===== src/rtl/enc_vel_counter.sv =====
// ---------------------------------------------------------------------------
// enc_vel_counter
//
// Quadrature count accumulator placed after the quadrature edge/direction
// decoder. It keeps a free-running wrapping position count and, once every
// PERIOD clocks, snapshots a saturating signed count of the window that just
// closed.
//
// Parameters:
//   PERIOD  clocks per velocity window (>= 2)
//   PW      position width (two's complement, wraps)
//   VW      velocity / window accumulator width (two's complement, saturates)
//
// Ports:
//   Clk       in   system clock, all state on the rising edge
//   reset     in   asynchronous active-high reset, clears all state
//   CntPulse  in   one-cycle count strobe from the decoder
//   CntDir    in   direction, 1 = +1, 0 = -1, used only while CntPulse = 1
//   PosClr    in   synchronous position clear (wins over a same-cycle pulse)
//   SatClr    in   synchronous clear of SatFlag (a same-cycle clamp wins)
//   Position  out  running signed position count (PW bits)
//   Velocity  out  signed count of the last completed window (VW bits)
//   VelValid  out  one-cycle strobe, Velocity was just updated
//   SatFlag   out  sticky, a window accumulator hit a rail
//
// Strobe semantics: CntPulse is a qualifier-free strobe; every cycle it is
// high is exactly one count, there is no ready/back-pressure. VelValid is a
// one-cycle strobe asserted in the cycle after each terminal cycle, and
// Velocity changes only in that same cycle.
// ---------------------------------------------------------------------------
module enc_vel_counter #(
    parameter int PERIOD = 50000,
    parameter int PW     = 32,
    parameter int VW     = 16
) (
    input  logic          Clk,
    input  logic          reset,
    input  logic          CntPulse,
    input  logic          CntDir,
    input  logic          PosClr,
    input  logic          SatClr,
    output logic [PW-1:0] Position,
    output logic [VW-1:0] Velocity,
    output logic          VelValid,
    output logic          SatFlag
);

    localparam int              CW       = (PERIOD > 1) ? $clog2(PERIOD) : 1;
    localparam logic [CW-1:0]   CNT_LAST = CW'(PERIOD - 1);
    localparam logic [VW-1:0]   ACC_MAX  = {1'b0, {(VW-1){1'b1}}};
    localparam logic [VW-1:0]   ACC_MIN  = {1'b1, {(VW-1){1'b0}}};

    logic [CW-1:0] cnt_q,   cnt_d;
    logic [PW-1:0] pos_q,   pos_d;
    logic [VW-1:0] acc_q,   acc_d;
    logic [VW-1:0] vel_q,   vel_d;
    logic          vv_q,    vv_d;
    logic          sat_q,   sat_d;

    logic          step_up;
    logic          step_dn;
    logic          terminal;
    logic          clamp;
    logic [VW-1:0] acc_step;

    always_comb begin
        step_up  = CntPulse & CntDir;
        step_dn  = CntPulse & ~CntDir;
        terminal = (cnt_q == CNT_LAST);

        // Period counter never stops; the terminal value wraps back to 0.
        cnt_d = terminal ? '0 : cnt_q + CW'(1);

        // Position wraps naturally through modular add/subtract.
        pos_d = pos_q;
        if (PosClr) begin
            pos_d = '0;
        end else if (step_up) begin
            pos_d = pos_q + PW'(1);
        end else if (step_dn) begin
            pos_d = pos_q - PW'(1);
        end

        // Steps are only +-1, so a clamp happens exactly when the
        // accumulator already sits on the rail it is stepping towards.
        clamp    = 1'b0;
        acc_step = acc_q;
        if (step_up) begin
            if (acc_q == ACC_MAX) begin
                clamp = 1'b1;
            end else begin
                acc_step = acc_q + VW'(1);
            end
        end else if (step_dn) begin
            if (acc_q == ACC_MIN) begin
                clamp = 1'b1;
            end else begin
                acc_step = acc_q - VW'(1);
            end
        end

        // A pulse in the terminal cycle belongs to the closing window.
        acc_d = terminal ? '0 : acc_step;
        vel_d = terminal ? acc_step : vel_q;
        vv_d  = terminal;

        // Set has priority over clear.
        sat_d = clamp | (sat_q & ~SatClr);
    end

    always_ff @(posedge Clk or posedge reset) begin
        if (reset) begin
            cnt_q <= '0;
            pos_q <= '0;
            acc_q <= '0;
            vel_q <= '0;
            vv_q  <= 1'b0;
            sat_q <= 1'b0;
        end else begin
            cnt_q <= cnt_d;
            pos_q <= pos_d;
            acc_q <= acc_d;
            vel_q <= vel_d;
            vv_q  <= vv_d;
            sat_q <= sat_d;
        end
    end

    assign Position = pos_q;
    assign Velocity = vel_q;
    assign VelValid = vv_q;
    assign SatFlag  = sat_q;

endmodule


===== config.mk =====
export PLATFORM = sky130hd
export DESIGN_NAME = enc_vel_counter
export DESIGN_NICKNAME = d
export VERILOG_FILES = /design/src/rtl/enc_vel_counter.sv
export SDC_FILE = /design/constraint.sdc
export NUM_CORES = 1
export LEC_CHECK = 0
export BUFFER_PORTS_ARGS = -buffer_cell sky130_fd_sc_hd__buf_4
export CAP_MARGIN = 0
export CORE_MARGIN = 4
export CORE_UTILIZATION = 60
export CTS_CLUSTER_SIZE = 28
export DETAILED_ROUTE_END_ITERATION = 7
export GPL_TIMING_DRIVEN = 0
export PLACE_DENSITY = 0.82
export RECOVER_POWER = 50
export REMOVE_ABC_BUFFERS = 1
export SYNTH_ARGS = -nofsm -noshare
export SYNTH_HDL_FRONTEND = slang
export SYNTH_SLANG_ARGS = --single-unit

===== constraint.sdc =====
create_clock -name Clk -period 4.3 [get_ports Clk]
set_input_delay 0 -clock Clk [delete_from_list [all_inputs] [get_ports Clk]]
set_output_delay 0 -clock Clk [all_outputs]
set_load 0.1 [all_outputs]

Word-level counts from Yosys, hierarchy flattened
Index checks and enable logic that the tools add are counted.
{"block": "word_totals", "output_inout_bits": 50, "reg_bits": 82, "in_bits": 6, "wordCells": 34}
{"block": "classes", "addsub": 5, "reduce_logical": 1, "n_mux": 13, "n_eq_ne": 3, "bitwise_logic": 6}
{"operator": "16-bit 2-to-1 mux", "n": 6}
{"operator": "32-bit 2-to-1 mux", "n": 3}
{"operator": "16-bit by 1-bit adder with 16-bit output, second input constant", "n": 2}
{"operator": "32-bit by 1-bit adder with 32-bit output, second input constant", "n": 1}
{"operator": "16-bit equality test, second input constant", "n": 2}
{"operator": "32-bit by 1-bit subtractor with 32-bit output, second input constant", "n": 1}
{"operator": "16-bit by 15-bit equality test with 1-bit output, second input constant", "n": 1}
{"operator": "16-bit by 1-bit subtractor with 16-bit output, second input constant", "n": 1}
{"operator": "1-bit 2-to-1 mux", "n": 4}
{"operator": "1-bit AND", "n": 3}
{"operator": "3-bit nonzero test", "n": 1}
{"operator": "1-bit NOT", "n": 2}
{"operator": "1-bit bitwise OR", "n": 1}

Longest topological paths before layout
{"block": "logic_depth", "depth_word": 5, "depth_mapped": 13, "ltp_nobuf": 13}

Least setup slack after synthesis
No wires, ideal clock.
{"block": "synth_timing", "path_kind": "input to register", "startpoint": "input port CntPulse", "endpoint": "register pos_q[29], in the netlist Position[29]", "arrival_ns": 3.475, "slack_ns": 0.698, "t_required_ns": 4.174, "setup_time_ns": 0.126, "path_stages": 13, "path_buffers": 0, "path_cell_list": "and2_0 clkinv_1 ha_1 a21o_1 a21oi_1 o21ai_1 or3_1 a21o_1 a2111oi_4 nor2_1 a31oi_1 xor2_1 o21ai_1"}
{"block": "synth_between", "elab_chain_len": 3, "word_cells_on_any_way": 5, "cone_classes": "mux (2); bitwise (2); reduce/logical (1)"}
{"element": "from (decl)", "line_no": "38", "rtl": "input logic CntPulse,"}
{"element": "1-bit AND", "line_no": "67", "rtl": "step_up = CntPulse & CntDir;"}
{"element": "32-bit 2-to-1 mux", "line_no": "78", "rtl": "end else if (step_up) begin"}
{"element": "32-bit 2-to-1 mux", "line_no": "76", "rtl": "if (PosClr) begin"}
{"element": "to (signal assigned)", "line_no": "121", "rtl": "pos_q <= pos_d;"}
{"element": "to (decl)", "line_no": "54", "rtl": "logic [PW-1:0] pos_q, pos_d;"}
Several ways; a longest one is shown, not always the timed one.
A chain may end at the register's enable or synchronous reset.

Worst setup path after layout
{"block": "layout_timing", "startpoint": "input port CntPulse", "endpoint": "register pos_q[17], in the netlist Position[17]"}
The elaborated chain is that of the path after synthesis.

==> flow_summary.toml <==
[routing]
drtIter0Drc = 221
vias_per_cell = 5.87
routed_wl_mm = 11.5
ant_nets = 0
vias = 4447
wl_per_cell_um = 15.2
drt_drc_violations_left = 0
firstDrtPassIters = 6

[logic_synthesis]
synth.area.top_cells = "dfrtp_1 38%, ha_1 9.6%, nor2_1 5.5%"
ys_async_sr_fraction_pct = 100
synth_largest_area_cell = "dfrtp_1"
synthFlopType = "dfrtp_1"
ys_types = 61
syn-mean-instance-area_um2 = 9.03
synth_top_area_share_pct = 38.4
synth_warnings = 0
ys_ff_latch = 82
syn_area_mm2 = 0.00535
netlist_instances = 592
synth_edf_count = 0
seq_area_frac_synth_pct = 38.4

[setup_path]
rr_startpoint = "cnt_q[12]"
critPathBufInv = 2
cp.depth = 14
crit_chain = "buf_4 -> and2_0 -> inv_4 -> ha_1 -> o211ai_1 -> o21ai_1 -> o2111ai_1 -> nand2_1 -> a31oi_1 -> o21bai_1 -> a311oi_1 -> a21oi_1 -> xnor2_1 -> o21ai_0"
r2r_cells = 8
slowest_stage = "a311oi_1"
endpoint_kind = "register"
required_ns = 4.54
critPathLaunch = "CntPulse"
path_class = "in -> reg"
worstReg2RegEnd = "cnt_q[9]"
critPathLaunchType = "input pin"
slowest_delay_ns = 0.51
crit_family = "compound AO/OA/AOI/OAI gates"
crit_end = "Position[17]"
rrSetupSlack_ns = 1.11
critPathMaxFanout = 45
arrival_ns = 3.87

[pwr]
power_density_mw_per_mm2 = 788
p_leak_nw = 2.83
p_total_mw = 4.75
ir_drop_v = 0.000325

[outcome]
violations = "max-capacitance violations, max-slew violations"
outcome = "finished with violations"

[floorplan]
ios = 56
rows = 34
die_y_um = 102
core_area_mm2 = 0.00868
start_util_pct = 61.6
die_w_um = 102
die-area_mm2 = 0.0105

[clock_tree]
clock_latency_ns = 0.36
clk_path_buf_depth = 2
cts_made_buffers = 9
cts_tree = "built"
clkSinkCount = 82
h-tree-depth = 3
cts_setup_buffers = 0
clock-root-buffer = "clkbuf_8"
clk_pin_slew_ns = 0.09

[timing]
finalHoldViolations = 0
worst_clock_skew_ns = 0.0133
grt_setup_unrepaired = "false"
post-route-period-util_pct = 84.4
period_needed_ns = 3.63
worst_pin_slew_ns = 2.74
maxSlewHeadroom_pct = -83.2
fmax_mhz = 276
final-setup-viol-count = 0
whs_ns = 0.00731
drv_slew = 65

[global_routing]
first_global_vias = 4360
grt_start_max_net_pins = 65
antenna_found_initial = 0
grt_pass1_wl_mm = 19.7
grtUsageTotal_pct = 23.4
grt_overflow = 0

[placed_design]
numPortBuffers = 55
dp_hpwl_mm = 8.37
dpl_cell_area_mm2 = 0.00586
gp_congestion = 0.874

[worst_hold_path]
hp-class = "in -> reg"

[run]
drv_cap = 1

[layout]
layout_commonest_cell = "dfrtp_1"
antennaDiodeCount = 0
drive_gt1_share_pct = 10.6
final_cell_mix = "82 x dfrtp_1, 79 x nor2_1, 66 x nand2_1, 41 x ha_1, 36 x o21ai_0"
finalNetCount = 693
areaGrowthSynthToFinish_pct = 12.8
nFillCells = 693
finish.instance_area_mm2 = 0.00603
[cell families (layout without fill, tap and decap cells)]
logic type,Yosys count,count (layout),share of synthesized area [%]
AOI/OAI and AO/OA,138,138,16.6
buffers and inverters,32,90,2.39
and+or+nand+nor,226,226,20.4
muxes,20,20,3.74
DFF,82,82,38.4
adders and majority gates,42,42,9.97
xor gates and xnor gates,52,52,8.52
[routing by layer]
layer | track usage, % | part of all wire, % | vias up
li1 | - | - | 2199
met3 | 4.16 | 4.6 | 13
met5 | 0 | 0 | -
met4 | 5.85 | 1.2 | 0
met2 | 41.0 | 50 | 98
met1 | 30.1 | 44 | 2137
[timing repair]
action / in CTS / in global routing
hold buffers: 2 / 0
gates resized for setup: 1 / 1
gates cloned: 0 / 0
hold endpoints to repair: 83 / 0
endpoints found under the setup margin: 14 / 2
[worst min-delay path, delay by kind of cell]
| family | cells | cell delay (ns) |
|---|---|---|
| buf+inv | 1 | 0.09 |
| compound gates | 2 | 0.17 |
| simple gates | 1 | 0.06 |
[through the flow]
step	TNS, ns	cells	setup WS, ns	util [%]
final	0	758	0.671	69.5
after global placement	-6.83	739	-0.715	67.1
after detailed placement	-9.97	740	-0.957	67.5
after floorplan	0	576	0.698	-
after global routing	0	758	0.210	69.5
after CTS	0	758	0.176	70.6
[cell usage after synthesis (3+ instances only)]
| master | count |
|---|---|
| buf_1 | 3 |
| nor3_1 | 11 |
| nand2_1 | 66 |
| ha_1 | 41 |
| mux2i_1 | 20 |
| a21o_1 | 15 |
| inv_1 | 15 |
| xnor2_1 | 32 |
| a211o_1 | 3 |
| a31oi_1 | 10 |
| a21oi_1 | 35 |
| nand2b_1 | 6 |
| dfrtp_1 | 82 |
| and3_1 | 5 |
| nand4_1 | 8 |
| and2_1 | 4 |
| a211oi_1 | 5 |
| clkbuf_1 | 12 |
| nor4_1 | 5 |
| o21bai_1 | 6 |
| nor2b_1 | 4 |
| nand3_1 | 15 |
| xor2_1 | 20 |
| o21ai_1 | 8 |
| or3_1 | 4 |
| nor2_1 | 79 |
| o21ai_0 | 36 |
[sequential cells by signal, summed over array words and instances (netlist names)]
signal / count
Position: 32
Velocity: 16
acc_q: 16
cnt_q: 16
SatFlag: 1
VelValid: 1
[worst min path at each step]
stage	startpoint	to	depth (start not counted)
detailed placement	reset	Position[28]	2
global placement	SatClr	SatFlag	2
global route	PosClr	Position[8]	2
CTS	CntDir	SatFlag	4
finish	CntDir	SatFlag	4
floorplan	PosClr	Position[25]	1
[area by class of cell]
cell class | count | area (µm²) | area share [%]
tap | 108 | 135 | 2.24
sequential | 82 | 2050 | 34.0
inverter | 16 | 63.8 | 1.06
clock buffer | 10 | 138 | 2.28
clock inverter | 6 | 114 | 1.89
timing repair buffer | 58 | 363 | 6.02
multi-input combinational | 478 | 3170 | 52.5
[power breakdown]
part | internal, mW | switching (mW) | total (mW)
Combinational | 0.952 | 1.91 | 2.86
Clock | 0.402 | 0.296 | 0.699
Sequential | 0.953 | 0.238 | 1.19
No activity file was read; power rests on OpenSTA's default activity.
